--- config.mk ---
export PLATFORM = sky130hd
export DESIGN_NAME = piso_32_bit_serializer_flat
export DESIGN_NICKNAME = d
export VERILOG_FILES = /design/src/rtl/piso_32_bit_serializer_if.sv /design/src/rtl/piso_32_bit_serializer.sv /design/src/flat_wrapper.sv
export SDC_FILE = /design/constraint.sdc
export NUM_CORES = 1
export LEC_CHECK = 0
export CORE_UTILIZATION = 55
export DETAILED_ROUTE_END_ITERATION = 10
export GPL_TIMING_DRIVEN = 0
export PLACE_DENSITY = 0.79
export SYNTH_ARGS = -nofsm -noshare
export SYNTH_HDL_FRONTEND = slang
export SYNTH_SLANG_ARGS = --single-unit
--- constraint.sdc ---
create_clock -name Clk_In -period 2.7 [get_ports Clk_In]
set_clock_uncertainty 0.1 [all_clocks]
set_input_delay 0.81 -clock Clk_In [delete_from_list [all_inputs] [get_ports Clk_In]]
set_output_delay 0.81 -clock Clk_In [all_outputs]
set_load 0.05 [all_outputs]
--- src/rtl/piso_32_bit_serializer_if.sv ---
// Handshake and serial-stream bundle for piso_32_bit_serializer.
// The master drives the parallel word. The slave is the serializer itself.
interface piso_32_bit_serializer_if #(
   parameter int unsigned DATA_WIDTH = 32
) ();
   localparam int unsigned CNT_W = $clog2(DATA_WIDTH + 1);

   logic [DATA_WIDTH-1:0] Parallel_Data_In;
   logic                  Data_Valid_In;
   logic                  Data_Ready_Out;
   logic                  Serial_Data_Out;
   logic                  Serial_Valid_Out;
   logic                  Frame_Start_Out;
   logic                  Parity_Flag_Out;
   logic [CNT_W-1:0]      Bit_Count_Out;
   logic                  Busy_Out;

   modport master (
      output Parallel_Data_In, Data_Valid_In,
      input  Data_Ready_Out, Serial_Data_Out, Serial_Valid_Out, Frame_Start_Out,
      input  Parity_Flag_Out, Bit_Count_Out, Busy_Out
   );

   modport slave (
      input  Parallel_Data_In, Data_Valid_In,
      output Data_Ready_Out, Serial_Data_Out, Serial_Valid_Out, Frame_Start_Out,
      output Parity_Flag_Out, Bit_Count_Out, Busy_Out
   );
endinterface

--- src/rtl/piso_32_bit_serializer.sv ---
// Parallel-in serial-out serializer with a one-word holding register for gapless frames.
// Optional even-parity trailer bit is enabled by defining PISO_PARITY_EN.
module piso_32_bit_serializer #(
   parameter int unsigned DATA_WIDTH = 32,
   parameter bit          MSB_FIRST  = 1'b1
) (
   input logic Clk_In,
   input logic Reset_In,
   piso_32_bit_serializer_if.slave bus
);
   localparam int unsigned CNT_W = $clog2(DATA_WIDTH + 1);
`ifdef PISO_PARITY_EN
   localparam int unsigned FrameLen = DATA_WIDTH + 1;
`else
   localparam int unsigned FrameLen = DATA_WIDTH;
`endif

   typedef enum logic [0:0] {StIdle, StShift} state_e;

   state_e                state_q, state_d;
   logic [DATA_WIDTH-1:0] shift_q, shift_d;
   logic [DATA_WIDTH-1:0] hold_q, hold_d;
   logic                  hold_full_q, hold_full_d;
   logic [CNT_W-1:0]      cnt_q, cnt_d;

   logic                  accept, last_bit, load_in, load_hold, hold_wr;
   logic                  data_bit;
   logic [DATA_WIDTH-1:0] shifted;

   assign accept   = bus.Data_Valid_In & ~hold_full_q;
   assign last_bit = (cnt_q == CNT_W'(FrameLen - 1));
   assign data_bit = MSB_FIRST ? shift_q[DATA_WIDTH-1] : shift_q[0];
   assign shifted  = MSB_FIRST ? {shift_q[DATA_WIDTH-2:0], 1'b0}
                               : {1'b0, shift_q[DATA_WIDTH-1:1]};

   always_comb begin
      state_d     = state_q;
      shift_d     = shift_q;
      hold_d      = hold_q;
      hold_full_d = hold_full_q;
      cnt_d       = cnt_q;
      load_in     = 1'b0;
      load_hold   = 1'b0;
      hold_wr     = 1'b0;
      unique case (state_q)
         StIdle: begin
            if (accept) load_in = 1'b1;
         end
         StShift: begin
            if (last_bit) begin
               // Held word has priority; Ready is low while it is present.
               if (hold_full_q) begin
                  load_hold = 1'b1;
               end else if (accept) begin
                  load_in = 1'b1;
               end else begin
                  state_d = StIdle;
                  cnt_d   = '0;
               end
            end else begin
               shift_d = shifted;
               cnt_d   = cnt_q + 1'b1;
               if (accept) hold_wr = 1'b1;
            end
         end
      endcase
      if (load_in) begin
         shift_d = bus.Parallel_Data_In;
         cnt_d   = '0;
         state_d = StShift;
      end
      if (load_hold) begin
         shift_d     = hold_q;
         hold_full_d = 1'b0;
         cnt_d       = '0;
      end
      if (hold_wr) begin
         hold_d      = bus.Parallel_Data_In;
         hold_full_d = 1'b1;
      end
   end

   always_ff @(posedge Clk_In or negedge Reset_In) begin
      if (!Reset_In) begin
         state_q     <= StIdle;
         shift_q     <= '0;
         hold_q      <= '0;
         hold_full_q <= 1'b0;
         cnt_q       <= '0;
      end else begin
         state_q     <= state_d;
         shift_q     <= shift_d;
         hold_q      <= hold_d;
         hold_full_q <= hold_full_d;
         cnt_q       <= cnt_d;
      end
   end

`ifdef PISO_PARITY_EN
   logic par_q, par_d, hold_par_q, hold_par_d, par_cycle;

   always_comb begin
      par_d      = par_q;
      hold_par_d = hold_par_q;
      if (load_in) par_d = ^bus.Parallel_Data_In;
      else if (load_hold) par_d = hold_par_q;
      if (hold_wr) hold_par_d = ^bus.Parallel_Data_In;
   end

   always_ff @(posedge Clk_In or negedge Reset_In) begin
      if (!Reset_In) begin
         par_q      <= 1'b0;
         hold_par_q <= 1'b0;
      end else begin
         par_q      <= par_d;
         hold_par_q <= hold_par_d;
      end
   end

   assign par_cycle           = (state_q == StShift) && (cnt_q == CNT_W'(DATA_WIDTH));
   assign bus.Parity_Flag_Out = par_cycle;
   assign bus.Serial_Data_Out = (state_q == StShift) & (par_cycle ? par_q : data_bit);
`else
   assign bus.Parity_Flag_Out = 1'b0;
   assign bus.Serial_Data_Out = (state_q == StShift) & data_bit;
`endif

   assign bus.Data_Ready_Out   = ~hold_full_q;
   assign bus.Serial_Valid_Out = (state_q == StShift);
   assign bus.Busy_Out         = (state_q == StShift);
   assign bus.Frame_Start_Out  = (state_q == StShift) && (cnt_q == '0);
   assign bus.Bit_Count_Out    = cnt_q;
endmodule

--- src/flat_wrapper.sv ---
// flat-port wrapper written by rule: the top's interface ports become plain ports
module piso_32_bit_serializer_flat 
#(
   parameter int unsigned DATA_WIDTH = 32,
   parameter bit          MSB_FIRST  = 1'b1
)
  (Clk_In, Reset_In, bus_Parallel_Data_In, bus_Data_Valid_In, bus_Data_Ready_Out, bus_Serial_Data_Out, bus_Serial_Valid_Out, bus_Frame_Start_Out, bus_Parity_Flag_Out, bus_Bit_Count_Out, bus_Busy_Out);
  piso_32_bit_serializer_if #(.DATA_WIDTH(DATA_WIDTH)) bus_i ();
  input logic Clk_In;
  input logic Reset_In;
  input wire logic [$bits(bus_i.Parallel_Data_In)-1:0] bus_Parallel_Data_In;
  input wire logic [$bits(bus_i.Data_Valid_In)-1:0] bus_Data_Valid_In;
  output wire logic [$bits(bus_i.Data_Ready_Out)-1:0] bus_Data_Ready_Out;
  output wire logic [$bits(bus_i.Serial_Data_Out)-1:0] bus_Serial_Data_Out;
  output wire logic [$bits(bus_i.Serial_Valid_Out)-1:0] bus_Serial_Valid_Out;
  output wire logic [$bits(bus_i.Frame_Start_Out)-1:0] bus_Frame_Start_Out;
  output wire logic [$bits(bus_i.Parity_Flag_Out)-1:0] bus_Parity_Flag_Out;
  output wire logic [$bits(bus_i.Bit_Count_Out)-1:0] bus_Bit_Count_Out;
  output wire logic [$bits(bus_i.Busy_Out)-1:0] bus_Busy_Out;
  assign bus_i.Parallel_Data_In = bus_Parallel_Data_In;
  assign bus_i.Data_Valid_In = bus_Data_Valid_In;
  assign bus_Data_Ready_Out = bus_i.Data_Ready_Out;
  assign bus_Serial_Data_Out = bus_i.Serial_Data_Out;
  assign bus_Serial_Valid_Out = bus_i.Serial_Valid_Out;
  assign bus_Frame_Start_Out = bus_i.Frame_Start_Out;
  assign bus_Parity_Flag_Out = bus_i.Parity_Flag_Out;
  assign bus_Bit_Count_Out = bus_i.Bit_Count_Out;
  assign bus_Busy_Out = bus_i.Busy_Out;
  piso_32_bit_serializer #(.DATA_WIDTH(DATA_WIDTH), .MSB_FIRST(MSB_FIRST)) u_core (.Clk_In(Clk_In), .Reset_In(Reset_In), .bus(bus_i));
endmodule
==> results, run 1 <==
- The worst hold margin is between 0.4 and 0.5 ns.
- The mapped netlist covers 0.00366 sq mm.
- Grouping stages by cell kind, the critical path spends the most delay in buffers and inverters.
- The signal on the critical path passes through clkdlybuf4s50_1.
- Based on the critical path, the design can be clocked at up to roughly 0.39 GHz.
- TritonCTS built the clock tree.
- The post-route clock period utilization is 95.5%.
- Clock-pin slew was measured on the worst setup and hold paths at approximately 0.07 ns.
- The shortest clock period the worst path allows after layout is between 2 and 3 ns.
- The post-route cell area is ~0.0044 sq mm.
- The count of warnings emitted by yosys is 0.
- VDD sags by at most about 740 uV.
- The initial antenna violation count came to 0.
- The H-tree was split into 3 levels.
- The number of placed instances with taps included is 429.
- In the routed layout, each cell is associated on average with a via count of about 6.5.
- The cell at the slowest stage of the critical path is clkdlybuf4s50_1.
- The synthesized area divided by synthesized cell count is ~12 sq um.
- In this run the tightest slew margin relative to its limit is 41.1%.
- The number of I/O port buffers is 45.
- The floorplan row count is 29.
- Setup repair after global routing left no endpoint under its margin.
- The latest clock arrival within the worst-skew pair is ~0.36 ns.
- The routed length per placed instance is slightly below 20 microns.
- After layout, the design draws a total of 4.42 mW.
- The wire length of the first global-routing pass is 14200 microns.
- The number of antenna diodes in the final layout is 0.
- The deepest clock path buffer count is 2.
- The clock buffer count from CTS is 9.
- The data arrival time at the worst-slack endpoint is around 1.7 ns.
- The routability congestion estimate from global placement is 0.813.
- The tree built by TritonCTS fans out to 72 sinks.
- The run finished with clean final reports.
- The max-capacitance violation count is 0.
- The net count after synthesis is about 340.
- The total via count in the routed design is between 2k and 3k.
- After the first detailed-routing iteration, the DRC count stood at around 170.
- The number of max-slew violations in the final report came to 0.
- Once detail routing completed, the nets flagged for antenna violations numbered 0.
- For this run, the slowest stage of the critical path takes about 0.84 ns.
- During I/O placement, the number of pins put on the boundary was 47.
- At the pin with the least slew margin, the transition time is roughly 0.88 ns.
- The number of distinct library cell variants in the gate-level netlist after synthesis is 34.
- For the final routed database, the setup TNS stands at 0 ns.
- The all-layer global routing usage is between 20% and 30%.
- The final core area utilization is 69.1%.
- The layout overhead on the synthesized area is 20.6%.
- Sequential elements use 49.2% of the synthesized area.
- The effective utilization at floorplan is a little under three fifths.
- The data required time at the worst endpoint is between 1.5 and 2 ns.
- The number of hold violations in the final report is 0.
- The buffer type at the clock tree root is clkbuf_8.
- The number of global-route vias before repair is 2811.
- Detailed placement finished with a half-perimeter wire length of ~5500 microns.
- The fraction of layout instances using a drive strength above 1 is 20.1%.
- The count of buffering cells on the critical path with inverters included is 1.
- Summing all placed instances gives a cell area of between 0.004 and 0.005 sq mm.
- Excluding fillers, the count of instances in the completed layout stands at between 400 and 500.
- After technology mapping, the gate count stands at ~300.
- The total overflow left after global routing is 0.
- Power spread over the standard cell area amounts to ~1000 mW/mm^2.
- The critical-path maximum fanout is 6.
- The pre-CTS setup slack is -0.294 ns.
- The width of the die is 83.6 microns.
- Measured along the y axis, the die boundary spans 83.6 microns.
- The setup violation total in the final timing report is 0.
- The core area is 0.00639 sq mm.
- In this run the worst hold path is classified as reg -> reg.
- The pre-antenna-repair detailed-routing pass consisted of 4 iterations.
- The die covers around 0.0070 sq mm.
- STA classifies the critical path endpoint as an output pin.
- In the final design database the tool counted 400 nets.
- The leakage power figure is 2.00 nW.
- Wires add up to between 8000 and 9000 microns.
- Synthesis inferred about 70 register bits.
- The critical path class is reg -> out.
- The pin count of the biggest net entering global routing is 73.
- After layout, the worst setup slack is ~0.12 ns.
- The detailed-route DRC error count is 0.
- The startpoint kind of the worst setup timing path is a flip-flop.
- The most common cell after layout, fill and taps aside is dfrtp_1.
- Leaving out fill and tap cells, the most frequent cells in the layout are 72 x dfrtp_1, 41 x clkdlybuf4s50_1, 36 x o21ai_0.
==> logic make-up after synthesis <==
family	Yosys count	share of synthesized area, %
AO/OA/AOI/OAI	109	22.3
AND/OR/NAND/NOR	51	8.41
multiplexers	34	13.5
adder cells (fa/ha/maj)	2	0.684
buffers and inverters	37	5.50
XOR/XNOR	1	0.239
other	1	0.102
flip-flops	72	49.2
==> repair_timing <==
item                                    CTS  global route
endpoints found under the setup margin    3             1
buffers inserted                          0             0
endpoints found under the hold margin     0             0
pin swaps                                 0             0
gates resized for setup                   9             3
hold buffers                              0             0
==> final timing paths <==
kind / start / endpoint / slack, ns / cells past startpoint
max in group asynchronous: Reset_In / u_core.shift_q[24] / 1.47 / 1
max reg2reg: u_core.bus.Bit_Count_Out[1] / u_core.hold_q[31] / 0.56 / 7
min in group asynchronous: Reset_In / u_core.hold_q[3] / 0.47 / 1
min reg2reg: u_core.hold_q[0] / u_core.hold_q[0] / 0.41 / 1
min: u_core.hold_q[0] / u_core.hold_q[0] / 0.41 / 1
max: u_core.bus.Bit_Count_Out[4] / bus_Bit_Count_Out[4] / 0.12 / 1
==> final cells by class <==
| cell class | count | area (sq um) |
|---|---|---|
| fill | 495 | 1970 |
| sequential | 72 | 1800 |
| multi-input combinational | 198 | 1660 |
| timing repair buffer | 45 | 443 |
| buffer | 33 | 189 |
| clock buffer | 11 | 151 |
| tap | 77 | 96.3 |
| clock inverter | 5 | 55.1 |
| inverter | 4 | 15.0 |
==> worst reg2reg max path, cell delays in order (launching register included) <==
cell and delay (ns):
dfrtp_1 0.43, ha_1 0.24, and3_1 0.18, buf_2 0.16
a21boi_4 0.21, nand2_2 0.18, buf_6 0.21, mux2_4 0.31
==> report_power, final <==
| part | internal (mW) | switching (mW) | leakage, nW |
|---|---|---|---|
| clock network | 0.474 | 0.416 | 0.101 |
| logic | 0.840 | 0.869 | 0.975 |
| registers | 1.53 | 0.293 | 0.920 |
| total | 2.84 | 1.58 | 2.00 |
==> state kept, by name (all words and copies together) (netlist names) <==
name,cells
u_core.bus.Busy_Out,1
u_core.shift_q,32
u_core.hold_q,32
u_core.hold_full_q,1
u_core.bus.Bit_Count_Out,6
==> synth_stat cells <==
cell,n,area [sq um]
mux2_2,3,33.8
conb_1,1,3.75
o31a_1,1,8.76
dfrtp_1,72,1800
clkbuf_1,17,63.8
ha_1,2,25.0
mux2_4,30,450
and2b_1,2,15.0
nand2_1,3,11.3
buf_2,8,40.0
nor2_4,1,11.3
a21oi_1,3,15.0
nand3_1,2,10.0
a32o_1,1,10.0
mux2i_1,1,10.0
xor2_1,1,8.76
nand2b_1,1,6.26
a22o_1,3,26.3
a21boi_4,1,18.8
buf_4,2,15.0
nor3_1,3,15.0
nand4_1,31,194
a211oi_1,1,7.51
buf_6,6,67.6
o21ai_0,36,180
nand4bb_1,1,11.3
and2_1,1,6.26
and3_1,1,6.26
a21boi_0,31,233
nor2_1,4,15.0
o211ai_1,1,7.51
nand2_2,1,6.26
a221o_1,31,310
inv_1,4,15.0
==> routing by layer <==
| layer | vias up | global-route usage [%] | share of wire (%) |
|---|---|---|---|
| met3 | 17 | 6.53 | 6.1 |
| met4 | 0 | 9.71 | 2.3 |
| met1 | 1459 | 34.5 | 44 |
| met5 | - | 0 | 0 |
| met2 | 114 | 40.1 | 47 |
| li1 | 1290 | - | - |
No activity file was read; power rests on OpenSTA's default activity.
==> inputs of run 2 (changes only) <==
--- a/config.mk
+++ b/config.mk
@@ -9,6 +9,7 @@
 export DETAILED_ROUTE_END_ITERATION = 10
 export GPL_TIMING_DRIVEN = 0
 export PLACE_DENSITY = 0.79
+export REMOVE_ABC_BUFFERS = 1
 export SYNTH_ARGS = -nofsm -noshare
 export SYNTH_HDL_FRONTEND = slang
 export SYNTH_SLANG_ARGS = --single-unit
==> run 2 against run 1 <==
Combinational power fell by 6%. Sequential power rose by 3%. Worst setup slack got worse by 0.032 ns. Wire length rose by 1.2%. Utilization fell by 1.7 points. Final area fell by 2.4%. Non-clock buffer count fell by 31. Count of clock-buffer cells in the layout fell by 1. Clock power rose by 7.3%. Die area did not move. First-iteration DRC count rose by 46%. Critical path type unchanged. Largest cell class unchanged.
==> results, run 2 (same netlist as run 1, synthesis figures left out) <==
- The routed length per placed instance is 21.1 microns (+8.8%).
- In the layout the commonest cells are 70 x dfrtp_1, 39 x clkdlybuf4s50_1, 36 x o21ai_0.
- The fraction of layout instances using a drive strength above 1 came to 18.7% (-1.4 points).
- The number of global-route vias before repair is 2834 (+0.82%).
- The pin count of the biggest net entering global routing was 73 (unchanged).
- The CTS tree is yes.
- The residual overflow from global routing is 0 (unchanged).
- The detailed-route vias per instance is 6.74 (+4.2%).
- The routability congestion estimate from global placement is 0.718 (-12%).
- The total of fill cells in the finished design is 472 (-4.6%).
- The layout overhead on the synthesized area is 17.6%.
- The overall die height is 83.6 microns (unchanged).
- The die area came to 0.00698 sq mm (unchanged).
- The worst hold margin is 0.409 ns (+0.00105 ns).
- The number of max-slew violations in the final report is 0 (unchanged).
- The largest individual stage delay along the critical path comes from the cell clkdlybuf4s50_1.
- The cell sitting at the root of the clock tree is a clkbuf_8.
- The critical-path maximum fanout is 8 (+2).
- The critical path is of the reg -> out type.
- The slew at the pin closest to its max-slew limit is 0.895 ns (+0.0121 ns).
- The number of routed nets with antenna violations is 0 (unchanged).
- The shortest clock period the worst path allows after layout was 2.61 ns (+0.0317 ns).
- The detailed-route DRC error count is 0 (unchanged).
- On the critical path the largest part of the delay comes from buffers and inverters.
- The total half-perimeter wirelength after legalization and detailed placement is 4460 microns (-19%).
- The width of the die is 83.6 microns (unchanged).
- The boundary pin count was 47 (unchanged).
- The clock buffer count from CTS is 9 (unchanged).
- The flow ran to the end, and the final reports show no timing, DRC or antenna violations.
- The number of diodes is 0 (unchanged).
- The data required time at the worst endpoint is 1.79 ns (about the same).
- The setup violation total in the final timing report is 0 (unchanged).
- Leaving out fill and tap cells, the most frequent cell in the layout is dfrtp_1.
- The post-layout instance count excluding filler cells is 414 (-7.0%).
- The area taken by flip-flops and latches was 0.00181 sq mm (+0.42%).
- The number of levels the H-tree was split into is 3 (unchanged).
- The timing-limited maximum frequency was 0.383 GHz (-1.2%).
- The power after layout is 4.45 mW (+0.58%).
- The maximum cell stage delay along the critical path came to 0.86 ns (+0.02 ns).
- The length of the first detailed-routing pass in iterations was 4 (unchanged).
- The register clock-pin slew on the reported worst setup and hold paths is 0.07 ns (about the same).
- The pre-CTS setup slack came to -0.689 ns (-0.395 ns).
- The number of I/O port buffers is 45 (unchanged).
- The startpoint kind of the worst setup timing path is a flip-flop.
- The deepest clock path buffer count is 2 (unchanged).
- The all-layer global routing usage is 26.2% (+0.58 points).
- The multi-input logic area is 0.00170 sq mm (+2.4%).
- The hold buffer count at CTS is 0 (unchanged).
- The effective utilization at floorplan is 57.3% (unchanged).
- The data arrival time at the worst-slack endpoint is 1.70 ns (+0.03 ns).
- The number of sinks handled by clock tree synthesis was 72 (unchanged).
- The slack of the critical path came to 0.0889 ns (-0.0317 ns).
- The number of nets in the finished design is 370 (-7.5%).
- The highest ir drop seen on vdd came to 830 uV (+13%).
- The power per cell area is 1030 mW/mm^2 (+3.1%).
- The count of buffering cells on the critical path with inverters included is 1 (unchanged).
- The post-route clock period utilization is 96.7% (+1.2 points).
- The endpoint class of the critical path is an output pin.
- The floorplan row count came to 29 (unchanged).
- The leakage power figure is 1.90 nW (-4.6%).
- The worst slew margin relative to its limit is 40.3% (-0.80 points).
- The wire length of the first global-routing pass was 14600 microns (+2.8%).
- The signal on the critical path passes through clkdlybuf4s50_1.
- The total via count in the routed design is 2792 (-3.1%).
- Setup repair after global routing left no endpoint under its margin.
- The number of hold violations in the final report came to 0 (unchanged).
- The initial antenna violation count is 0 (unchanged).
- The initial DRC count was 251 (+46%).
- The kind of path behind the tightest hold check is reg -> reg.
- The total wire length is 8740 microns (+1.2%).
- The number of placed instances with taps included is 397 (-7.5%).
- The core area is 0.00639 sq mm (unchanged).
- The max-capacitance violation count is 0 (unchanged).
- The latest clock arrival within the worst-skew pair is 0.36 ns (about the same).
## run 2: path summary, 6_finish.rpt
check | start | to | slack [ns] | cells after the start
min | u_core.hold_q[0] | u_core.hold_q[0] | 0.41 | 1
max | u_core.bus.Bit_Count_Out[3] | bus_Bit_Count_Out[3] | 0.09 | 1
min reg2reg | u_core.hold_q[0] | u_core.hold_q[0] | 0.41 | 1
max in group asynchronous | Reset_In | u_core.hold_full_q | 1.34 | 1
min in group asynchronous | Reset_In | u_core.shift_q[22] | 0.48 | 1
max reg2reg | u_core.bus.Bit_Count_Out[1] | u_core.hold_q[0] | 0.21 | 5
## run 2: metrics by stage
stage	cell area (sq um)	utilization (%)	TNS, ns
global route	4310	67.4	0
CTS	4300	67.3	0
detailed placement	4030	63.1	-38.43
global placement	4020	63.0	-193.14
finish	4310	67.4	0
floorplan	3470	-	-28.02
## run 2: layer usage
layer | track usage (%) | part of all wire [%] | up-vias
li1 | - | - | 1229
met1 | 36.5 | 43 | 1425
met2 | 40.1 | 48 | 129
met3 | 6.92 | 7.7 | 9
met4 | 8.63 | 1.3 | 0
met5 | 0 | 0 | -
## run 2: layout make-up
| cell class | count | share of cell area [%] |
|---|---|---|
| sequential | 72 | 42.0 |
| multi-input combinational | 199 | 39.5 |
| timing repair buffer | 47 | 10.8 |
| clock buffer | 10 | 3.20 |
| tap | 77 | 2.24 |
| clock inverter | 5 | 1.89 |
| inverter | 4 | 0.349 |
## run 2: timing repair
action | CTS | global route
gates resized for setup | 17 | 4
gates cloned | 1 | 0
endpoints found under the setup margin | 69 | 64
setup buffers | 1 | 0
## run 2: report_power, final
| part | leakage (nW) | switching, mW | total, mW | internal [mW] |
|---|---|---|---|---|
| clock network | 0.108 | 0.415 | 0.955 | 0.540 |
| registers | 0.920 | 0.351 | 1.88 | 1.53 |
| logic | 0.876 | 0.821 | 1.61 | 0.788 |
| total | 1.90 | 1.59 | 4.45 | 2.86 |
==> inputs of run 3 (changes only) <==
--- a/config.mk
+++ b/config.mk
@@ -5,10 +5,10 @@
 export SDC_FILE = /design/constraint.sdc
 export NUM_CORES = 1
 export LEC_CHECK = 0
-export CORE_UTILIZATION = 55
+export CORE_UTILIZATION = 40
 export DETAILED_ROUTE_END_ITERATION = 10
 export GPL_TIMING_DRIVEN = 0
-export PLACE_DENSITY = 0.79
+export HOLD_SLACK_MARGIN = 0.06
 export REMOVE_ABC_BUFFERS = 1
 export SYNTH_ARGS = -nofsm -noshare
 export SYNTH_HDL_FRONTEND = slang
==> run 3 against run 2 <==
Total power fell by 2.1%. Maximum frequency fell by 0.47%. Cell count rose by 7.7%. Worst setup slack got worse by 0.012 ns. First-iteration DRC count fell by 41%. Final area rose by 0.81%. Clock power fell by 9.1%. Die area rose by 37%. Global-route usage fell by 5.6 points. Non-clock buffer count did not move. Critical endpoint unchanged. Largest cell class unchanged.
==> results, run 3 (same netlist as run 1, synthesis figures left out) <==
- The flow ran to the end, and the final reports show no timing, DRC or antenna violations.
- The number of I/O port buffers is 45 (unchanged).
- Broken down by cell family, the worst path's largest delay share belongs to buffers and inverters.
- The deepest clock path buffer count was 2 (unchanged).
- The met2 wirelength from detailed routing is 4440 microns (+5.5%).
- The number of routed nets with antenna violations is 0 (unchanged).
- The fraction of layout instances using a drive strength above 1 is 18.3% (-0.35 points).
- The detailed-route DRC error count is 0 (unchanged).
- The wire length of the first global-routing pass is 15200 microns (+4.7%).
- The area taken by flip-flops and latches is 0.00181 sq mm (unchanged).
- The slew at the pin closest to its max-slew limit is 0.868 ns (-0.0275 ns).
- The max-capacitance violation count is 0 (unchanged).
- The width of the die is 97.7 microns (+17%).
- Setup repair after global routing left no endpoint under its margin.
- The maximum cell stage delay along the critical path was 0.86 ns (about the same).
- The total wire length came to 9210 microns (+5.4%).
- Walking the worst path, the cells encountered are clkdlybuf4s50_1.
- The highest ir drop seen on vdd is 416 uV (-50%).
- Leaving out fill and tap cells, the most frequent cell in the layout is dfrtp_1.
- Among all stages on the critical path, the largest delay is contributed by clkdlybuf4s50_1.
- The uppermost layer routed is met4.
- The length of the first detailed-routing pass in iterations is 4 (unchanged).
- The final core area utilization came to 49.3% (-18 points).
- The layout overhead on the synthesized area is 18.6%.
- The leakage power figure is 1.91 nW (about the same).
- The pin count of the biggest net entering global routing is 46 (-37%).
- The floorplan row count is 34 (+17%).
- The number of diodes was 0 (unchanged).
- The post-route cell area is 0.00434 sq mm (+0.81%).
- The setup total negative slack came to 0 ns (unchanged).
- The critical path class is reg -> out.
- The register clock-pin slew on the reported worst setup and hold paths came to 0.07 ns (about the same).
- The total via count in the routed design is 2705 (-3.1%).
- The worst slew margin relative to its limit is 42.0% (+1.7 points).
- The routed metal-1 wirelength is 4080 microns (+9.1%).
- The initial antenna violation count is 0 (unchanged).
- The routed length per placed instance was 20.7 microns (-2.2%).
- The clock buffer count from CTS came to 9 (unchanged).
- The setup violation total in the final timing report is 0 (unchanged).
- The total of fill cells in the finished design was 824 (+75%).
- The detailed-route vias per instance is 6.07 (-10%).
- The number of nets in the finished design came to 370 (unchanged).
- The data required time at the worst endpoint is 1.79 ns (about the same).
- The number of global-route vias before repair is 2933 (+3.5%).
- The power after layout came to 4.35 mW (-2.1%).
- The core area came to 0.00881 sq mm (+38%).
- TritonCTS built the clock tree.
- The all-layer global routing usage is 20.7% (-5.6 points).
- The number of max-slew violations in the final report came to 0 (unchanged).
- The latest clock arrival within the worst-skew pair was 0.35 ns (about the same).
- The overall die height is 97.7 microns (+17%).
- The shortest clock period the worst path allows after layout was 2.62 ns (+0.0124 ns).
- The number of sinks handled by clock tree synthesis is 72 (unchanged).
- The count of buffering cells on the critical path with inverters included came to 1 (unchanged).
- Leaving out fill and tap cells, the most frequent cells in the layout are 70 x dfrtp_1, 39 x clkdlybuf4s50_1, 36 x o21ai_0.
- The boundary pin count was 47 (unchanged).
- The buffer type at the clock tree root is clkbuf_8.
- The number of placed instances with taps included was 428 (+7.8%).
- The data arrival time at the worst-slack endpoint is 1.71 ns (about the same).
- The worst setup path is launched from a flip-flop.
- The min-delay analysis places its worst path in the category in -> async.
- The post-route clock period utilization is 97.2% (+0.46 points).
- The routability congestion estimate from global placement is 0.736 (+2.5%).
- The die area was 0.00954 sq mm (+37%).
- The residual overflow from global routing was 0 (unchanged).
- The initial DRC count is 147 (-41%).
- The timing-limited maximum frequency came to 0.381 GHz (-0.47%).
- The number of levels the H-tree was split into is 3 (unchanged).
- The hold buffer count at CTS is 0 (unchanged).
- The effective utilization at floorplan was 41.6% (-16 points).
- The total half-perimeter wirelength after legalization and detailed placement came to 4630 microns (+3.9%).
- The number of hold violations in the final report is 0 (unchanged).
- The post-layout instance count excluding filler cells was 446 (+7.7%).
- The power per cell area is 1000 mW/mm^2 (-2.9%).
- The cell area reported after detailed placement is 0.00409 sq mm (+1.5%).
- STA classifies the critical path endpoint as an output pin.
- The sum of met3 wire segment lengths after detailed routing is 574 microns (-15%).
- The critical-path maximum fanout was 8 (unchanged).
- The multi-input logic area is 0.00170 sq mm (unchanged).
[run 3: cell count changes in the layout (fill, tap and decap cells not counted), sizes merged]
cell / previous run / this run
bufinv: 2 / 1
clkinvlp: 1 / 0
clkbuf: 11 / 14
[run 3: final timing paths]
check,start,endpoint,slack [ns],cells after the start
min,Reset_In,u_core.hold_q[31],0.29,1
max reg2reg,u_core.bus.Bit_Count_Out[4],u_core.hold_q[0],0.18,4
min in group Clk_In,u_core.hold_q[0],u_core.hold_q[0],0.40,1
min reg2reg,u_core.hold_q[0],u_core.hold_q[0],0.40,1
max,u_core.bus.Bit_Count_Out[3],bus_Bit_Count_Out[3],0.08,1
max in group asynchronous,Reset_In,u_core.bus.Busy_Out,1.62,2
[run 3: metrics by stage]
step,worst slack (ns),hold WS [ns]
6_report,0.0765,0.285
5_1_grt,0.00282,0.296
4_1_cts,-0.0309,0.292
3_5_place_dp,-0.855,0.388
3_3_place_gp,-1.93,0.382
2_1_floorplan,-0.878,0.372
[run 3: repair_timing]
action | 4_1_cts | 5_1_grt
setup buffers | 1 | 0
setup endpoints to repair | 71 | 65
gates resized for setup | 15 | 5
endpoints found under the hold margin | 0 | 0
cloned | 1 | 0
pin swaps | 0 | 0
[run 3: power breakdown]
| group | switching (mW) | total (mW) | internal [mW] |
|---|---|---|---|
| clock | 0.392 | 0.868 | 0.475 |
| combinational | 0.821 | 1.61 | 0.791 |
| sequential | 0.341 | 1.87 | 1.53 |
[run 3: final cells by class]
type                            instances  share of cell area [%]
Clock buffer                           13                    3.66
Inverter                                4                   0.346
Multi-Input combinational cell        199                    39.2
Timing Repair Buffer                   47                    11.1
Tap cell                              108                    3.11
Clock inverter                          3                   0.922
Sequential cell                        72                    41.7
[run 3: layer usage]
| layer | up-vias | track usage (%) |
|---|---|---|
| met3 | 9 | 5.25 |
| met5 | - | 0 |
| met2 | 93 | 33.8 |
| met1 | 1371 | 26.6 |
| li1 | 1232 | - |
| met4 | 0 | 7.23 |
